==> config.mk <==
export PLATFORM = sky130hd
export DESIGN_NAME = pipe_fetch_stage_flat
export DESIGN_NICKNAME = d
export VERILOG_FILES = /design/src/rtl/pipe_fetch_stage_if.sv /design/src/rtl/pipe_fetch_stage.sv /design/src/flat_wrapper.sv
export SDC_FILE = /design/constraint.sdc
export NUM_CORES = 1
export LEC_CHECK = 0
export CAP_MARGIN = 40
export CORE_UTILIZATION = 49
export DETAILED_ROUTE_END_ITERATION = 16
export PLACE_DENSITY_LB_ADDON = 0.15
export SLEW_MARGIN = 20
export SYNTH_ARGS = -nofsm -noshare
export SYNTH_HDL_FRONTEND = slang
export SYNTH_SLANG_ARGS = --single-unit
export TNS_END_PERCENT = 20
==> constraint.sdc <==
create_clock -name clock -period 16.9 [get_ports clock]
set_input_delay 3.38 -clock clock [delete_from_list [all_inputs] [get_ports clock]]
set_output_delay 3.38 -clock clock [all_outputs]
set_load 0.02 [all_outputs]
==> src/rtl/pipe_fetch_stage_if.sv <==
// Instruction-memory fetch handshake between the IF stage and imem.
// One request outstanding at most; ack may come in the request cycle.
interface pipe_fetch_stage_if;
    logic        imem_req;
    logic [31:0] imem_addr;
    logic        imem_ack;
    logic [31:0] imem_rdata;

    modport master (
        output imem_req,
        output imem_addr,
        input  imem_ack,
        input  imem_rdata
    );

    modport slave (
        input  imem_req,
        input  imem_addr,
        output imem_ack,
        output imem_rdata
    );
endinterface

==> src/rtl/pipe_fetch_stage.sv <==
// IF stage plus IF/ID register for the 5-stage MIPS pipeline.
// Variable-latency fetch, ID stall honouring, ID-resolved branches.
module pipe_fetch_stage #(
    parameter logic [31:0] RESET_PC = 32'h0000_0000,
    parameter logic [31:0] NOP_INST = 32'h0000_0000
) (
    input  logic                clock,
    input  logic                reset,
    input  logic [1:0]          pcsource,
    input  logic [31:0]         bpc,
    input  logic [31:0]         da,
    input  logic [31:0]         jpc,
    input  logic                wpcir,
    pipe_fetch_stage_if.master  imem,
    output logic [31:0]         pc,
    output logic [31:0]         dpc4,
    output logic [31:0]         inst
);

    localparam logic [0:0] FETCH = 1'b0;
    localparam logic [0:0] HOLD  = 1'b1;

    logic [0:0]  state;
    logic        redir_pend;
    logic [31:0] redir_tgt;
    logic [31:0] hold_inst;

    logic [31:0] pc4;
    logic [31:0] sel_tgt;
    logic [31:0] next_pc;
    logic        in_fetch;
    logic        ack_fetch;
    logic        pc_upd;
    logic        capture;

    // Request while fetching; suppressed for the whole reset interval.
    always_comb begin
        in_fetch       = (state == FETCH);
        imem.imem_req  = in_fetch && !reset;
        imem.imem_addr = pc;
    end

    // Next-PC selection: a pending redirect beats the live ID request.
    always_comb begin
        pc4     = pc + 32'd4;
        sel_tgt = pc4;
        unique case (pcsource)
            2'b00: sel_tgt = pc4;
            2'b01: sel_tgt = bpc;
            2'b10: sel_tgt = da;
            2'b11: sel_tgt = jpc;
            default: sel_tgt = pc4;
        endcase
        next_pc   = redir_pend ? redir_tgt : sel_tgt;
        ack_fetch = in_fetch && imem.imem_ack;
        pc_upd    = wpcir && (ack_fetch || !in_fetch);
        capture   = wpcir && (pcsource != 2'b00) && !pc_upd;
    end

    // Fetch FSM, PC, IF/ID register and redirect bookkeeping.
    always_ff @(posedge clock or posedge reset) begin
        if (reset) begin
            state      <= FETCH;
            pc         <= RESET_PC;
            dpc4       <= 32'h0000_0000;
            inst       <= NOP_INST;
            redir_pend <= 1'b0;
            redir_tgt  <= 32'h0000_0000;
            hold_inst  <= 32'h0000_0000;
        end else begin
            if (in_fetch) begin
                if (imem.imem_ack && wpcir) begin
                    dpc4 <= pc4;
                    inst <= imem.imem_rdata;
                    pc   <= next_pc;
                end else if (imem.imem_ack) begin
                    hold_inst <= imem.imem_rdata;
                    state     <= HOLD;
                end else if (wpcir) begin
                    inst <= NOP_INST;
                end
            end else if (wpcir) begin
                dpc4  <= pc4;
                inst  <= hold_inst;
                pc    <= next_pc;
                state <= FETCH;
            end

            if (pc_upd) begin
                redir_pend <= 1'b0;
            end else if (capture) begin
                redir_pend <= 1'b1;
                redir_tgt  <= next_pc;
            end
        end
    end

endmodule

==> src/flat_wrapper.sv <==
// flat-port wrapper written by rule: the top's interface ports become plain ports
module pipe_fetch_stage_flat 
#(
    parameter logic [31:0] RESET_PC = 32'h0000_0000,
    parameter logic [31:0] NOP_INST = 32'h0000_0000
)
  (clock, reset, pcsource, bpc, da, jpc, wpcir, pc, dpc4, inst, imem_imem_req, imem_imem_addr, imem_imem_ack, imem_imem_rdata);
  pipe_fetch_stage_if imem_i ();
  input  logic clock;
  input  logic reset;
  input  logic [1:0] pcsource;
  input  logic [31:0] bpc;
  input  logic [31:0] da;
  input  logic [31:0] jpc;
  input  logic wpcir;
  output logic [31:0] pc;
  output logic [31:0] dpc4;
  output logic [31:0] inst;
  output wire logic [$bits(imem_i.imem_req)-1:0] imem_imem_req;
  output wire logic [$bits(imem_i.imem_addr)-1:0] imem_imem_addr;
  input wire logic [$bits(imem_i.imem_ack)-1:0] imem_imem_ack;
  input wire logic [$bits(imem_i.imem_rdata)-1:0] imem_imem_rdata;
  assign imem_imem_req = imem_i.imem_req;
  assign imem_imem_addr = imem_i.imem_addr;
  assign imem_i.imem_ack = imem_imem_ack;
  assign imem_i.imem_rdata = imem_imem_rdata;
  pipe_fetch_stage #(.RESET_PC(RESET_PC), .NOP_INST(NOP_INST)) u_core (.clock(clock), .reset(reset), .pcsource(pcsource), .bpc(bpc), .da(da), .jpc(jpc), .wpcir(wpcir), .imem(imem_i), .pc(pc), .dpc4(dpc4), .inst(inst));
endmodule
==> results_dict.tcl, run 1 <==
set metrics [dict create \
    cts_setup_buffers 0 \
    finish.utilization_pct 69.4 \
    pin_count 263 \
    finalSetupTns_ns 0 \
    p_per_area_mw_per_mm2 118 \
    wire_per_inst_um 17.6 \
    avgSynthCellArea_um2 9.67 \
    cts.htree.levels 4 \
    ant_nets 0 \
    synth_edf_count 0 \
    final_max_slew_viol_count 0 \
    drt_iter0_drc 529 \
    firstDrtPassIters 5 \
    p_sw_mw 0.482 \
    status "completed" \
    netSwitchingFraction_pct 35.2 \
    path_clk_slew_ns 0.07 \
    drt_drc_violations_left 0 \
    rows 47 \
    routed_wl_mm 23.0 \
    start_kind "input pin" \
    worstSetupEndpointType "output port" \
    via_per_inst 5.63 \
    synthesis.area_mm2 0.00843 \
    rsz0062_at_grt "false" \
    drive_above_1_share_pct 11.2 \
    antenna_found_initial 0 \
    insertion_delay_ns 0.43 \
    fmax_mhz 125 \
    setup_viol 0 \
    maxCapViolations 0 \
    grtUsageTotal_pct 26.5 \
    period_share_pct 47.2 \
    p_comb_share_pct 32.1 \
    synth-seq-area-share_pct 48.1 \
    die_area_mm2 0.0177 \
    grt.overflow.total 0 \
    die_h_um 133 \
    hold_viol_final 0 \
    path_class "input pin to output port" \
    area_growth_pct 37.4 \
    cts_resized 0 \
    cp_max_fo 2 \
    hold_buffers 0 \
    synth_fp_nets 1007 \
    ys_seq_elements 162 \
    grt_pass1_wl_mm 37.0 \
    cts_buffers 17 \
    synth-warning-count 0 \
    hp-class "flip-flop to flip-flop" \
    yosysUniqueCellTypes 63 \
    leakagePower_nw 4.78 \
    cts_tree "yes" \
    portBuffers 262 \
    instances_no_fill 1304 \
    start_util_pct 50.5 \
    crit_required_ns 13.52 \
    fin_skew_ns 0.00879 \
    cts_root_buf "clkbuf_16" \
    ff2ff_path_depth 5 \
    grt_max_degree 91 \
    die_w_um 133 \
    core_mm2 0.0167 \
    cp_data_arrival_time_ns 4.59 \
    antenna_cells 0 \
    place_congestion 0.853 \
    layout.nets 1206 \
    dpl.cell_count 1269 \
    p_total_mw 1.37 \
    synth_ff_type "dfrtp_1" \
    irDropWorstVdd_mv 0.0754 \
    n_fill_cell 1340 \
    via_count 7343 \
    holdPathStages 2 \
    power_frac_seq_pct 40.1 \
    maxSlewHeadroom_pct 46.0 \
    clkPwrFrac_pct 27.8 \
    fin_crit_ns 7.97 \
    netlist_instances 872 \
    p_int_mw 0.887 \
    async_reset_ff_share_pct 100 \
    cts_buffer_depth 2 \
    dp_hpwl_mm 15.8 \
    worst_pin_slew_ns 0.810 \
    grt_pass1_vias 7068 \
    cts.sinks 162 \
]
[cell usage in the layout (no fill, tap or decap), drive strengths merged, types with 16 or more instances in the layout]
cell	instances
o21ai	83
dfrtp	162
a21oi	81
buf	18
clkdlybuf4s50	259
nor2	67
a22oi	26
mux2	40
mux2i	24
clkbuf	18
inv	20
nand3	16
nand2	112
[critical path, cell delays in order]
cell             delay, ns
clkdlybuf4s50_1       0.49
nor2_1                0.12
clkdlybuf4s50_1       0.61
[cells by family after synthesis]
kind of cell | count (synthesis) | share of synthesized area [%]
compound gates | 248 | 18.0
xor+xnor | 26 | 2.70
fa+ha+maj | 1 | 0.148
buf+inv | 107 | 6.84
flops | 162 | 48.1
mux | 69 | 9.53
simple gates | 259 | 14.7
[synth_stat cells, drive strengths merged (3+ instances only)]
library cell  count  area share, %
o2bb2ai           5           0.52
or2               3           0.22
mux2             40            5.3
xor2             13            1.4
nor4             10            1.1
nor3             10           0.65
nand4             9           0.85
a221oi           10            1.3
nand2b            4           0.30
a211oi            3           0.27
nor2             67            3.0
mux2i            24            2.8
a22oi            26            2.3
xnor2            13            1.4
o21ai            83            4.9
dfrtp           162             48
and4              4           0.43
a22o              9           0.94
a21oi            81            4.8
a31oi             6           0.45
mux4              5            1.3
buf              52            4.2
nand2           112            5.0
clkbuf           46            2.3
nand3            16            1.1
nor2b             4           0.30
o31ai             7           0.68
inv               9           0.40
or3               5           0.37
and3              8           0.59
[routing by layer]
layer	vias up	global-route usage, %	part of all wire [%]
li1	3488	-	-
met1	3519	34.4	43
met2	300	43.6	48
met3	36	7.27	7.8
met4	0	7.95	1.6
met5	-	0	0
[final cells by class]
cell class	count	area (um^2)	area share [%]
sequential	162	4050	35.0
clock buffer	17	425	3.67
timing repair buffer	278	2810	24.3
inverter	9	38.8	0.335
clock inverter	15	160	1.38
multi-input combinational	603	3820	33.0
tap	220	275	2.38
[path summary, 6_finish.rpt]
kind	startpoint	endpoint	slack (ns)
max reg2reg	u_core.state	u_core.redir_tgt[14]	14.32
min	u_core.redir_tgt[17]	u_core.redir_tgt[17]	0.48
max	reset	imem_imem_req	8.93
min reg2reg	u_core.redir_tgt[17]	u_core.redir_tgt[17]	0.48
max in group asynchronous	reset	u_core.redir_tgt[18]	12.10
min in group asynchronous	reset	u_core.inst[26]	3.40
[power by group through the flow]
| stage | Combinational, mW | Clock, mW | Sequential [mW] |
|---|---|---|---|
| after floorplan | 0.215 | 0 | 0.589 |
| after global placement | 0.430 | 0 | 0.552 |
| after detailed placement | 0.439 | 0 | 0.555 |
| after CTS | 0.440 | 0.387 | 0.548 |
| after global routing | 0.473 | 0.400 | 0.559 |
| final | 0.439 | 0.381 | 0.549 |
[metrics by stage]
| step | setup WS, ns | cell area [um^2] | hold slack, ns |
|---|---|---|---|
| after global routing | 8.87 | 11600 | 0.496 |
| final | 8.93 | 11600 | 0.476 |
| after detailed placement | 8.92 | 10900 | 0.462 |
| after floorplan | 9.14 | 8430 | 0.441 |
| after global placement | 8.93 | 10900 | 0.454 |
| after CTS | 8.92 | 11500 | 0.477 |
[sequential cells by signal, indices dropped and copies added, names as in the netlist]
name	count
u_core.dpc4	32
u_core.hold_inst	32
u_core.imem.imem_addr	32
u_core.inst	32
u_core.redir_pend	1
u_core.redir_tgt	32
u_core.state	1
(Power assumes the default switching activity.)
==> run 2: changes to the inputs <==
--- a/config.mk
+++ b/config.mk
@@ -6,7 +6,7 @@
 export NUM_CORES = 1
 export LEC_CHECK = 0
 export CAP_MARGIN = 40
-export CORE_UTILIZATION = 49
+export CORE_UTILIZATION = 43
 export DETAILED_ROUTE_END_ITERATION = 16
 export PLACE_DENSITY_LB_ADDON = 0.15
 export SLEW_MARGIN = 20
==> constraint.sdc (replaced) <==
create_clock -name clock -period 6.8 [get_ports clock]
set_input_delay 1.36 -clock clock [delete_from_list [all_inputs] [get_ports clock]]
set_output_delay 1.36 -clock clock [all_outputs]
set_load 0.02 [all_outputs]
==> results_dict.tcl, run 2 (synthesized netlist as in run 1, its figures left out) <==
set metrics [dict create \
    status "completed" \
    grt_pass1_vias 7131 \
    worstSetupEndpointType "output port" \
    p_per_area_mw_per_mm2 303 \
    grt.overflow.total 0 \
    hp-class "flip-flop to flip-flop" \
    area_growth_pct 38.9 \
    wire_per_inst_um 18.4 \
    setup_ws_ns 2.87 \
    fin_crit_ns 3.93 \
    path_class "input pin to output port" \
    pin_count 263 \
    hold_buffers 0 \
    min-delay-start "u_core.dpc4[7]" \
    cts_root_buf "clkbuf_16" \
    layout.nets 1206 \
    final_cell_mix "clkdlybuf4s50_1 (259), dfrtp_1 (162), nand2_1 (112)" \
    cp_data_arrival_time_ns 2.57 \
    path_cells "clkdlybuf4s50_1, nor2_1, clkdlybuf4s50_1" \
    post_dp_cell_area_mm2 0.0110 \
    cp_slowest_stage_delay_ns 0.61 \
    rows 50 \
    final_max_slew_viol_count 0 \
    cts.htree.levels 4 \
    drt_drc_violations_left 0 \
    core_mm2 0.0190 \
    cts_setup_buffers 0 \
    drt_iter0_drc 509 \
    drive_above_1_share_pct 11.2 \
    cts_resized 0 \
    place_congestion 0.868 \
    r2r-end "u_core.redir_tgt[14]" \
    maxSlewHeadroom_pct 47.4 \
    path_clk_slew_ns 0.06 \
    maxCapViolations 0 \
    die_h_um 142 \
    rr_startpoint "u_core.state" \
    cp_max_fo 2 \
    cts.sinks 162 \
    period_share_pct 57.8 \
    via_count 7348 \
    antenna_found_initial 0 \
    antenna_cells 0 \
    pre_cts_slack_ns 2.64 \
    routed_wl_mm 24.8 \
    instances_no_fill 1344 \
    die_w_um 142 \
    irDropWorstVdd_mv 0.185 \
    hold_viol_final 0 \
    start_kind "input pin" \
    slowest_stage "clkdlybuf4s50_1" \
    grt_max_degree 70 \
    grtUsageTotal_pct 25.3 \
    fin_skew_ns 0.00706 \
    dp_hpwl_mm 17.3 \
    cts_buffer_depth 2 \
    ant_nets 0 \
    n_fill_cell 1665 \
    via_per_inst 5.47 \
    setup_viol 0 \
    fin_area_mm2 0.0117 \
    rrSetupSlack_ns 4.17 \
    die_area_mm2 0.0202 \
    hold-path-endpoint "u_core.dpc4[7]" \
    insertion_delay_ns 0.44 \
    dpl.cell_count 1311 \
    ff2ff_path_depth 5 \
    leakagePower_nw 4.80 \
    p_total_mw 3.55 \
    fmax_mhz 254 \
    finalSetupTns_ns 0 \
    crit_required_ns 5.44 \
    crit_path_frequent_cell "clkdlybuf4s50_1" \
    holdPathStages 2 \
    cts_tree "yes" \
    worst_pin_slew_ns 0.782 \
    start_util_pct 44.5 \
    rsz0062_at_grt "false" \
    final_common_cell "clkdlybuf4s50_1" \
    firstDrtPassIters 7 \
    grt_pass1_wl_mm 39.2 \
    portBuffers 262 \
    cts_buffers 17 \
]
==> run 2: changes by cell type in the layout (fill, tap and decap cells not counted), sizes merged <==
cell	before	now
buf	18	19
bufinv	0	5
clkinv	4	3
clkinvlp	0	1
inv	20	14
==> run 2: where the power goes <==
| group | switching (mW) | internal [mW] | total [mW] |
|---|---|---|---|
| Combinational | 0.557 | 0.542 | 1.10 |
| Sequential | 0.201 | 1.17 | 1.37 |
| Clock | 0.418 | 0.660 | 1.08 |
| Total | 1.18 | 2.37 | 3.55 |
==> run 2: critical path, delay by kind of cell <==
kind,cells,cell delay (ns)
buffers and inverters,2,1.09
AND/OR/NAND/NOR,1,0.12
==> run 2: worst max path at each step <==
stage	to	from	cells past startpoint
after floorplan	u_core.dpc4[0]	reset	1
after global placement	u_core.hold_inst[6]	imem_imem_ack	4
after detailed placement	u_core.redir_tgt[14]	imem_imem_ack	5
after CTS	imem_imem_req	reset	3
after global routing	imem_imem_req	reset	3
final	imem_imem_req	reset	3
==> run 2: layer usage <==
metal / track usage [%] / vias up / part of all wire [%]
li1: - / 3481 / -
met1: 33.7 / 3547 / 44
met2: 41.2 / 290 / 48
met3: 5.92 / 30 / 7.0
met4: 6.73 / 0 / 1.3
met5: 0 / - / 0
==> run 2: cell type report <==
cell class	count	area [um^2]	share of cell area [%]
Clock inverter	14	226	1.93
Tap cell	260	325	2.78
Clock buffer	18	429	3.66
Timing Repair Buffer	278	2810	24.0
Multi-Input combinational cell	603	3830	32.7
Inverter	9	38.8	0.331
Sequential cell	162	4050	34.6
==> run 2: through the flow <==
| stage | util [%] | hold WS, ns |
|---|---|---|
| floorplan | - | 0.441 |
| CTS | 61.6 | 0.476 |
| finish | 61.8 | 0.475 |
| global route | 61.8 | 0.499 |
| detailed placement | 58.2 | 0.462 |
| global placement | 57.7 | 0.454 |
